## src/rtl/rtc_pkg.sv

```systemverilog
// Shared constants for the PicoBlaze RTC output port:
// port map, command bits, bus FSM encoding and pad bundle.
package rtc_pkg;

  localparam logic [7:0] PORT_RTC_ADDR  = 8'h10;
  localparam logic [7:0] PORT_RTC_WDATA = 8'h11;
  localparam logic [7:0] PORT_RTC_CMD   = 8'h12;
  localparam logic [7:0] PORT_FMT       = 8'h13;

  localparam int CMD_WRITE_BIT = 0;
  localparam int CMD_READ_BIT  = 1;

  localparam int TIMER_W = 8;

  typedef logic [2:0] state_t;

  localparam state_t ST_IDLE  = 3'd0;
  localparam state_t ST_ADDR  = 3'd1;
  localparam state_t ST_AHOLD = 3'd2;
  localparam state_t ST_WSTB  = 3'd3;
  localparam state_t ST_RSTB  = 3'd4;
  localparam state_t ST_DHOLD = 3'd5;

  typedef struct packed {
    logic [7:0] ad_out;
    logic       ad_oe;
    logic       cs_n;
    logic       ale;
    logic       rd_n;
    logic       wr_n;
  } pads_t;

  localparam pads_t PADS_IDLE = '{
    ad_out: 8'h00,
    ad_oe:  1'b0,
    cs_n:   1'b1,
    ale:    1'b0,
    rd_n:   1'b1,
    wr_n:   1'b1
  };

  // Timer counts down to zero, so a state of n cycles loads n-1.
  function automatic logic [TIMER_W-1:0] load_val(input int n);
    return TIMER_W'(n - 1);
  endfunction

endpackage

```

## src/rtl/picoblaze_rtc_out_port_bus_fsm.sv

```systemverilog
// RTC multiplexed bus sequencer: one shared down-counter,
// registered pads, read capture and done/busy status.
module rtc_bus_fsm
  import rtc_pkg::*;
#(
  parameter int T_SETUP = 4,
  parameter int T_HOLD  = 2,
  parameter int T_PULSE = 8
) (
  input  logic       clk,
  input  logic       reset,
  input  logic       start,
  input  logic       start_wr,
  input  logic [7:0] addr,
  input  logic [7:0] wdata,
  input  logic [7:0] rtc_ad_in,
  output logic [7:0] rtc_ad_out,
  output logic       rtc_ad_oe,
  output logic       rtc_cs_n,
  output logic       rtc_ale,
  output logic       rtc_rd_n,
  output logic       rtc_wr_n,
  output logic [7:0] rd_data,
  output logic       busy,
  output logic       done
);

  state_t               state_q, state_d;
  logic [TIMER_W-1:0]   timer_q, timer_d;
  logic                 wr_op_q, wr_op_d;
  logic [7:0]           rd_data_q, rd_data_d;
  logic                 done_q, done_d;
  logic                 busy_q, busy_d;
  pads_t                pads_q, pads_d;
  logic                 tz;

  assign tz = (timer_q == '0);

  // State, timer, status and pad registers
  always_ff @(posedge clk) begin
    if (reset) begin
      state_q   <= ST_IDLE;
      timer_q   <= '0;
      wr_op_q   <= 1'b0;
      rd_data_q <= 8'h00;
      done_q    <= 1'b0;
      busy_q    <= 1'b0;
      pads_q    <= PADS_IDLE;
    end else begin
      state_q   <= state_d;
      timer_q   <= timer_d;
      wr_op_q   <= wr_op_d;
      rd_data_q <= rd_data_d;
      done_q    <= done_d;
      busy_q    <= busy_d;
      pads_q    <= pads_d;
    end
  end

  // Next state: each timed state exits when the timer hits zero
  always_comb begin
    state_d   = state_q;
    timer_d   = tz ? timer_q : timer_q - 1'b1;
    wr_op_d   = wr_op_q;
    rd_data_d = rd_data_q;
    done_d    = 1'b0;
    unique case (state_q)
      ST_IDLE: begin
        if (start) begin
          state_d = ST_ADDR;
          timer_d = load_val(T_SETUP);
          wr_op_d = start_wr;
        end
      end
      ST_ADDR: begin
        if (tz) begin
          state_d = ST_AHOLD;
          timer_d = load_val(T_HOLD);
        end
      end
      ST_AHOLD: begin
        if (tz) begin
          state_d = wr_op_q ? ST_WSTB : ST_RSTB;
          timer_d = load_val(T_PULSE);
        end
      end
      ST_WSTB: begin
        if (tz) begin
          state_d = ST_DHOLD;
          timer_d = load_val(T_HOLD);
        end
      end
      ST_RSTB: begin
        if (tz) begin
          state_d   = ST_DHOLD;
          timer_d   = load_val(T_HOLD);
          rd_data_d = rtc_ad_in;
        end
      end
      ST_DHOLD: begin
        if (tz) begin
          state_d = ST_IDLE;
          timer_d = '0;
          done_d  = 1'b1;
        end
      end
      default: begin
        state_d = ST_IDLE;
        timer_d = '0;
      end
    endcase
  end

  // Pad and busy values for the state being entered
  always_comb begin
    pads_d = PADS_IDLE;
    busy_d = (state_d != ST_IDLE);
    unique case (state_d)
      ST_IDLE: ;
      ST_ADDR: begin
        pads_d.cs_n   = 1'b0;
        pads_d.ale    = 1'b1;
        pads_d.ad_oe  = 1'b1;
        pads_d.ad_out = addr;
      end
      ST_AHOLD: begin
        pads_d.cs_n   = 1'b0;
        pads_d.ad_oe  = 1'b1;
        pads_d.ad_out = addr;
      end
      ST_WSTB: begin
        pads_d.cs_n   = 1'b0;
        pads_d.wr_n   = 1'b0;
        pads_d.ad_oe  = 1'b1;
        pads_d.ad_out = wdata;
      end
      ST_RSTB: begin
        pads_d.cs_n = 1'b0;
        pads_d.rd_n = 1'b0;
      end
      ST_DHOLD: begin
        pads_d.cs_n   = 1'b0;
        pads_d.ad_oe  = wr_op_d;
        pads_d.ad_out = wr_op_d ? wdata : 8'h00;
      end
      default: ;
    endcase
  end

  assign rtc_ad_out = pads_q.ad_out;
  assign rtc_ad_oe  = pads_q.ad_oe;
  assign rtc_cs_n   = pads_q.cs_n;
  assign rtc_ale    = pads_q.ale;
  assign rtc_rd_n   = pads_q.rd_n;
  assign rtc_wr_n   = pads_q.wr_n;
  assign rd_data    = rd_data_q;
  assign busy       = busy_q;
  assign done       = done_q;

endmodule

```

## src/rtl/picoblaze_rtc_out_port.sv

```systemverilog
// PicoBlaze OUTPUT-port decode for the RTC: control registers
// and command launch into the bus sequencer.
module picoblaze_rtc_out_port
  import rtc_pkg::*;
#(
  parameter int T_SETUP = 4,
  parameter int T_HOLD  = 2,
  parameter int T_PULSE = 8
) (
  input  logic       clk,
  input  logic       reset,
  input  logic       write_strobe,
  input  logic [7:0] port_id,
  input  logic [7:0] out_port,
  output logic [7:0] rtc_ad_out,
  output logic       rtc_ad_oe,
  input  logic [7:0] rtc_ad_in,
  output logic       rtc_cs_n,
  output logic       rtc_ale,
  output logic       rtc_rd_n,
  output logic       rtc_wr_n,
  output logic [7:0] rd_data,
  output logic       busy,
  output logic       done,
  output logic       fmt_12h
);

  logic [7:0] addr_q, addr_d;
  logic [7:0] wdata_q, wdata_d;
  logic       fmt_q, fmt_d;
  logic       start, start_wr;
  logic       sel_addr, sel_wdata, sel_cmd, sel_fmt;

  assign sel_addr  = write_strobe && (port_id == PORT_RTC_ADDR);
  assign sel_wdata = write_strobe && (port_id == PORT_RTC_WDATA);
  assign sel_cmd   = write_strobe && (port_id == PORT_RTC_CMD);
  assign sel_fmt   = write_strobe && (port_id == PORT_FMT);

  // Control registers
  always_ff @(posedge clk) begin
    if (reset) begin
      addr_q  <= 8'h00;
      wdata_q <= 8'h00;
      fmt_q   <= 1'b0;
    end else begin
      addr_q  <= addr_d;
      wdata_q <= wdata_d;
      fmt_q   <= fmt_d;
    end
  end

  // Port decode; bus registers are frozen while a cycle runs
  always_comb begin
    addr_d   = addr_q;
    wdata_d  = wdata_q;
    fmt_d    = fmt_q;
    start    = 1'b0;
    start_wr = 1'b0;
    unique case (1'b1)
      sel_addr: begin
        if (!busy) addr_d = out_port;
      end
      sel_wdata: begin
        if (!busy) wdata_d = out_port;
      end
      sel_cmd: begin
        start    = !busy && (out_port[CMD_WRITE_BIT]
                          || out_port[CMD_READ_BIT]);
        start_wr = out_port[CMD_WRITE_BIT];
      end
      sel_fmt: fmt_d = out_port[0];
      default: ;
    endcase
  end

  rtc_bus_fsm #(
    .T_SETUP (T_SETUP),
    .T_HOLD  (T_HOLD),
    .T_PULSE (T_PULSE)
  ) u_fsm (
    .clk        (clk),
    .reset      (reset),
    .start      (start),
    .start_wr   (start_wr),
    .addr       (addr_q),
    .wdata      (wdata_q),
    .rtc_ad_in  (rtc_ad_in),
    .rtc_ad_out (rtc_ad_out),
    .rtc_ad_oe  (rtc_ad_oe),
    .rtc_cs_n   (rtc_cs_n),
    .rtc_ale    (rtc_ale),
    .rtc_rd_n   (rtc_rd_n),
    .rtc_wr_n   (rtc_wr_n),
    .rd_data    (rd_data),
    .busy       (busy),
    .done       (done)
  );

  assign fmt_12h = fmt_q;

endmodule

```

## config.mk

```make
export PLATFORM = sky130hd
export DESIGN_NAME = picoblaze_rtc_out_port
export DESIGN_NICKNAME = d
export VERILOG_FILES = /design/src/rtl/rtc_pkg.sv /design/src/rtl/picoblaze_rtc_out_port_bus_fsm.sv /design/src/rtl/picoblaze_rtc_out_port.sv
export SDC_FILE = /design/constraint.sdc
export NUM_CORES = 1
export LEC_CHECK = 0
export CORE_MARGIN = 1.5
export CORE_UTILIZATION = 44
export CTS_BUF_LIST = sky130_fd_sc_hd__clkbuf_4 sky130_fd_sc_hd__clkbuf_8 sky130_fd_sc_hd__clkbuf_16
export CTS_CLUSTER_SIZE = 28
export DETAILED_ROUTE_END_ITERATION = 16
export PLACE_DENSITY = 0.74
export REMOVE_ABC_BUFFERS = 1
export SYNTH_ARGS = -nofsm -noshare
export SYNTH_HDL_FRONTEND = slang
export SYNTH_SLANG_ARGS = --single-unit
```

## constraint.sdc

```tcl
create_clock -name clk -period 2.1 [get_ports clk]
set_clock_uncertainty 0.05 [all_clocks]
set_input_delay 0.21 -clock clk [delete_from_list [all_inputs] [get_ports clk]]
set_output_delay 0.21 -clock clk [all_outputs]
set_load 0.1 [all_outputs]
```

==> flow_summary.yaml, run 1 <==
status:
  outcome: "finished, final reports clean"
sta:
  setup_viol: 0
  max_slew_margin_pct: 70.5
  hold_viol: 0
  fin_crit_sh_pct: 98.0
  worst_slew_pin_slew_ns: 0.441
  final_max_slew_viol_count: 0
  fmax_mhz: 486
  rsz0062_at_grt: "true"
  min_period_ns: 2.06
  hold_ws_ns: 0.424
route:
  drc: 0
  vias_per_cell: 5.14
  via_count: 2066
  wire_per_inst_um: 13.7
  antenna_left: 0
  routed_wl_mm: 5.52
  first_iter_violations: 149
  dr.pass1.iters: 4
yosys:
  synth-xor-area-share_pct: 2.77
  synth-edff-count: 0
  synth_top_area_share_pct: 47.0
  synthSimpleGateAreaFrac_pct: 20.0
  synth_area_leaders: "dfxtp_1 (47%), mux2i_1 (12%), nor2_1 (6.8%), a21oi_1 (4.1%), o21ai_0 (3.8%)"
  avgSynthCellArea_um2: 9.23
  synthTopCellsByCount: "dfxtp_1 (52), nor2_1 (40), mux2i_1 (27), a21oi_1 (18), o21ai_0 (17)"
  synth_cells: 240
  synth_fa_ha_area_share_pct: 1.69
  synth_flop_cell: "dfxtp_1"
  synth-seq-cells: 52
  synth.most_common_cell: "dfxtp_1"
  seq_area_frac_synth_pct: 47.0
  muxShareOfSynthArea_pct: 12.2
  synth_compound_area_share_pct: 12.9
  yosysWarnings: 0
  synthArstFlopShare_pct: 0
  syn-cell-area_mm2: 0.00222
  synth_top_family_by_area: "simple AND/OR/NAND/NOR gates"
  synth_cell_type_count: 42
  synth_top_cell_by_area: "dfxtp_1"
setup_path:
  cp-startpoint: "u_fsm.timer_q[1]"
  cp.arrival_ns: 2.19
  worstPathRequired_ns: 2.23
  crit_type: "flip-flop to flip-flop"
  cpPeakStageDelay_ns: 0.43
  cp_common_cell: "buf_4"
  path_cells: "inv_2 > ha_4 > or3b_4 > buf_4 > o2111ai_1 > a21oi_1 > buf_4 > o21ai_0 > a21oi_2"
  slowest_stage: "or3b_4"
  reg2reg_slack_ns: 0.04
  worstSetupEndpointType: "flip-flop"
  crit_fanout: 8
  endpoint: "u_fsm.rtc_ad_out[0]"
  start_kind: "flip-flop"
  worstReg2RegEnd: "u_fsm.rtc_ad_out[0]"
  ff2ff_path_depth: 9
  regToRegStartpoint: "u_fsm.timer_q[1]"
cts:
  htreeDepth: 2
  clk_latency_ns: 0.30
  cts_tree: "built"
  cts.sinks: 52
  clock_path_buffers: 2
  postCtsHoldBufs: 0
  ctsRootBufferMaster: "clkbuf_8"
  numCtsBuffers: 5
  clk_pin_slew_ns: 0.09
grt:
  grt-ovfl-total: 0
  grt_usage_pct: 21.0
  grt_pass1_vias: 1959
  grt_pass1_wl_mm: 9.03
  grt_max_degree: 19
  grt_antenna_before_repair: 0
layout:
  num-fill-cells: 374
  syn2layout_area_growth_pct: 47.7
  nNetsFinal: 365
  drive_gt1_share_pct: 31.6
  diodes: 0
  postLayoutCoreUtil_pct: 68.4
power_and_ir_drop:
  power_switching_uw: 973
  p_seq_share_pct: 36.9
  p_clk_share_pct: 18.2
  internal-power_mw: 2.02
  swShare_pct: 32.5
  vdd.ir_drop.worst_mv: 0.530
  power_density_mw_per_mm2: 915
  p_leak_nw: 1.35
  combPwrFrac_pct: 44.9
  power_mw: 2.99
placement:
  gp_congestion: 0.857
  io_buffers: 50
  dp_hpwl_mm: 3.80
floorplanning:
  fp.dieW_um: 74.0
  io-pin-count: 51
  fp.dieArea_mm2: 0.00547
  chipHeight_um: 74.0
  num_rows: 25
  initial_core_util_pct: 46.3
  core_mm2: 0.00479
run:
  maxCapViolations: 0
min_path:
  hold_class: "flip-flop to flip-flop"
## metal layers
metal	wire length, um	GRT usage [%]	vias to the layer above
met4	90	7.00	0
met3	262	3.25	8
li1	-	-	1038
met5	0	0	-
met2	2680	34.1	57
met1	2490	28.5	963
## per-stage QoR
step	std cells	worst slack [ns]	instance area, um^2	TNS, ns
2_1_floorplan	229	-0.180	2170	-0.698
3_3_place_gp	389	-0.452	3040	-12.17
3_5_place_dp	389	-0.470	3040	-12.91
4_1_cts	399	0.00233	3170	0
5_1_grt	402	-0.0532	3270	-0.224
6_report	402	0.0426	3270	0
## timing repair
action	in CTS	in global routing
pin swaps	7	10
endpoints found under the setup margin	32	29
gates resized for setup	10	22
hold endpoints to repair	0	0
buffers inserted	3	3
## worst min path at each step
| stage | start | end | slack, ns | cells after the start |
|---|---|---|---|---|
| 6_report | addr_q[1] | u_fsm.rtc_ad_out[1] | 0.42 | 2 |
| 5_1_grt | addr_q[4] | u_fsm.rtc_ad_out[4] | 0.44 | 2 |
| 4_1_cts | addr_q[4] | u_fsm.rtc_ad_out[4] | 0.42 | 2 |
| 3_5_place_dp | addr_q[7] | u_fsm.rtc_ad_out[7] | 0.41 | 2 |
| 3_3_place_gp | wdata_q[6] | u_fsm.rtc_ad_out[6] | 0.41 | 2 |
| 2_1_floorplan | reset | u_fsm.timer_q[0] | 0.23 | 1 |
## placed cells by master, fill, tap and decap left out, types with 5 or more instances in the layout
master / n
nor2_1: 38
a21oi_1: 16
clkbuf_8: 5
buf_4: 70
nand3_1: 10
mux2i_1: 27
o21ai_0: 14
clkdlybuf4s50_1: 22
dfxtp_1: 50
## registers in the layout, summed over array words and instances, names as in the netlist
register / flops
u_fsm.timer_q: 8
u_fsm.rtc_rd_n: 1
u_fsm.state_q: 3
u_fsm.wr_op_q: 1
u_fsm.done: 1
fmt_12h: 1
u_fsm.rtc_ad_out: 8
addr_q: 8
u_fsm.rtc_cs_n: 1
u_fsm.rtc_ale: 1
u_fsm.rd_data: 8
u_fsm.rtc_ad_oe: 1
u_fsm.busy: 1
u_fsm.rtc_wr_n: 1
wdata_q: 8
## cells by family after synthesis
kind of cell,Yosys count
buffers and inverters,18
AND/OR/NAND/NOR,85
multiplexers,27
XOR/XNOR,7
AO/OA/AOI/OAI,48
adder cells (fa/ha/maj),3
flip-flops,52
## worst max-delay path, delay by kind of cell, from the launching register on
family	cells	cell delay [ns]
compound gates	4	0.59
fa+ha+maj	1	0.13
buf+inv	3	0.41
flops	1	0.33
simple gates	1	0.43
## power by group through the flow
stage / combinational, mW / clock (mW) / sequential (mW)
final: 1.34 / 0.544 / 1.11
after global routing: 1.47 / 0.592 / 1.11
after CTS: 1.13 / 0.555 / 1.10
after detailed placement: 1.08 / 0 / 1.12
after global placement: 1.07 / 0 / 1.11
after floorplan: 0.521 / 0 / 1.14
## layout make-up
| cell class | instances | area (um^2) | share of cell area [%] |
|---|---|---|---|
| clock buffers | 6 | 76.3 | 2.33 |
| inverters | 7 | 26.3 | 0.803 |
| well taps | 67 | 83.8 | 2.56 |
| flip-flops and latches | 52 | 1040 | 31.9 |
| clock inverters | 1 | 5.00 | 0.153 |
| repair buffers | 99 | 840 | 25.7 |
| multi-input cells | 170 | 1200 | 36.6 |
(Power assumes the default switching activity.)
==> run 2: changes to the inputs <==
- clock period: 2.1 -> 1.85 ns (I/O delays scaled with it)
==> flow_summary.yaml, run 2 (synthesis gave the netlist of run 1 again) <==
layout:
  diodes: 0
  final_area_mm2: 0.00342
  layoutNonFillerInstCount: 409
  drive_gt1_share_pct: 38.3
  final_common_cell: "buf_4"
  num-fill-cells: 353
  syn2layout_area_growth_pct: 54.5
  nNetsFinal: 371
  postLayoutCoreUtil_pct: 71.6
  layout_common_cells: "buf_4 (71), dfxtp_1 (50), nor2_1 (37)"
floorplanning:
  io-pin-count: 51
  num_rows: 25
  fp.dieArea_mm2: 0.00547
  core_mm2: 0.00479
  initial_core_util_pct: 46.3
  chipHeight_um: 74.0
  fp.dieW_um: 74.0
grt:
  grt_pass1_vias: 1980
  grt_max_degree: 19
  grt_pass1_wl_mm: 9.28
  grt-ovfl-total: 0
  grt_usage_pct: 22.2
  grt_antenna_before_repair: 0
sta:
  setup_tns_ns: -3.12
  hold_viol: 0
  worst_slew_pin_slew_ns: 0.443
  rsz0062_at_grt: "true"
  min_period_ns: 2.06
  fmax_mhz: 486
  setup_viol: 27
  fin_ws_ns: -0.209
  max_slew_margin_pct: 70.5
  hold_ws_ns: 0.437
  final_max_slew_viol_count: 0
  fin_crit_sh_pct: 111
min_path:
  hold_class: "flip-flop to flip-flop"
setup_path:
  crit_type: "flip-flop to flip-flop"
  slowest_stage: "or3b_4"
  cpPeakStageDelay_ns: 0.42
  endpoint: "u_fsm.rtc_rd_n"
  reg2reg_slack_ns: -0.21
  cp.arrival_ns: 2.21
  start_kind: "flip-flop"
  cp-startpoint: "u_fsm.timer_q[0]"
  worstSetupEndpointType: "flip-flop"
  ff2ff_path_depth: 6
  worstPathRequired_ns: 2.00
  worstReg2RegEnd: "u_fsm.rtc_rd_n"
  crit_fanout: 5
  path_cells: "inv_2 > ha_4 > or3b_4 > or3_4 > o22a_1 > or3_1"
  regToRegStartpoint: "u_fsm.timer_q[0]"
route:
  routed_wl_mm: 6.13
  wire_per_inst_um: 15.0
  via_count: 2184
  dr.pass1.iters: 4
  drc: 0
  first_iter_violations: 146
  vias_per_cell: 5.34
  antenna_left: 0
power_and_ir_drop:
  p_clk_share_pct: 18.7
  p_leak_nw: 1.38
  combPwrFrac_pct: 47.3
  internal-power_mw: 2.47
  p_seq_share_pct: 34.0
  power_density_mw_per_mm2: 1080
  power_switching_mw: 1.23
  power_mw: 3.70
  swShare_pct: 33.3
  vdd.ir_drop.worst_mv: 0.741
cts:
  htreeDepth: 2
  numCtsBuffers: 5
  cts.sinks: 52
  cts_tree: "built"
  ctsRootBufferMaster: "clkbuf_8"
  clk_pin_slew_ns: 0.10
  postCtsHoldBufs: 0
  clk_latency_ns: 0.31
  clock_path_buffers: 2
placement:
  gp_congestion: 0.880
  pre_cts_ws_ns: -0.716
  dpl.cell_count: 390
  dp_hpwl_mm: 3.90
  io_buffers: 50
  place_area_mm2: 0.00303
run:
  maxCapViolations: 0
status:
  violations: "setup timing"
  outcome: "complete, but fails checks"
run 2: cell types whose count changed in the layout (fill, tap and decap cells not counted), sizes merged:
cell / delta
buf: +8
dlygate4sd2: -2
dlymetal6s2s: -2
clkbuf: +1
clkdlybuf4s15: +1
inv: +1
run 2: power groups by stage:
stage | Clock (mW) | Sequential (mW) | Combinational, mW
floorplan | 0 | 1.30 | 0.592
global placement | 0 | 1.26 | 1.23
detailed placement | 0 | 1.26 | 1.25
CTS | 0.697 | 1.25 | 1.47
global route | 0.751 | 1.27 | 1.90
finish | 0.693 | 1.26 | 1.75
run 2: routing by layer:
layer	share of wire, %	track usage, %	up-vias
met5	0	0	-
met4	2.0	7.82	0
met3	5.4	3.79	15
met2	50	36.1	69
met1	43	29.8	1041
li1	-	-	1059
run 2: worst max-delay path: cells and delay by family, from the launching register on:
family / cells / cell delay (ns)
buf+inv: 1 / 0.07
fa+ha+maj: 1 / 0.13
simple gates: 3 / 1.13
compound gates: 1 / 0.23
flops: 1 / 0.33
run 2: layout make-up:
type                       instances  area (um^2)  share of cell area (%)
clock buffer                       6         82.6                    2.41
clock inverter                     2         13.8                   0.402
inverter                           7         26.3                   0.767
multi-input combinational        170         1280                    37.4
sequential                        52         1040                    30.5
tap                               67         83.8                    2.45
timing repair buffer             105          892                    26.1
run 2: how the worst min path moves through the flow:
stage / from / endpoint / slack, ns / cells past startpoint
5_1_grt: rtc_ad_in[4] / u_fsm.rd_data[4] / 0.45 / 3
4_1_cts: addr_q[3] / u_fsm.rtc_ad_out[3] / 0.44 / 2
2_1_floorplan: reset / u_fsm.timer_q[0] / 0.20 / 1
3_3_place_gp: addr_q[6] / u_fsm.rtc_ad_out[6] / 0.41 / 2
6_report: addr_q[3] / u_fsm.rtc_ad_out[3] / 0.44 / 2
3_5_place_dp: addr_q[6] / u_fsm.rtc_ad_out[6] / 0.41 / 2
run 2: timing repair:
| action | CTS | global route |
|---|---|---|
| pin swaps | 9 | 9 |
| resized for setup | 55 | 20 |
| buffers inserted | 5 | 6 |
| setup endpoints to repair | 43 | 29 |
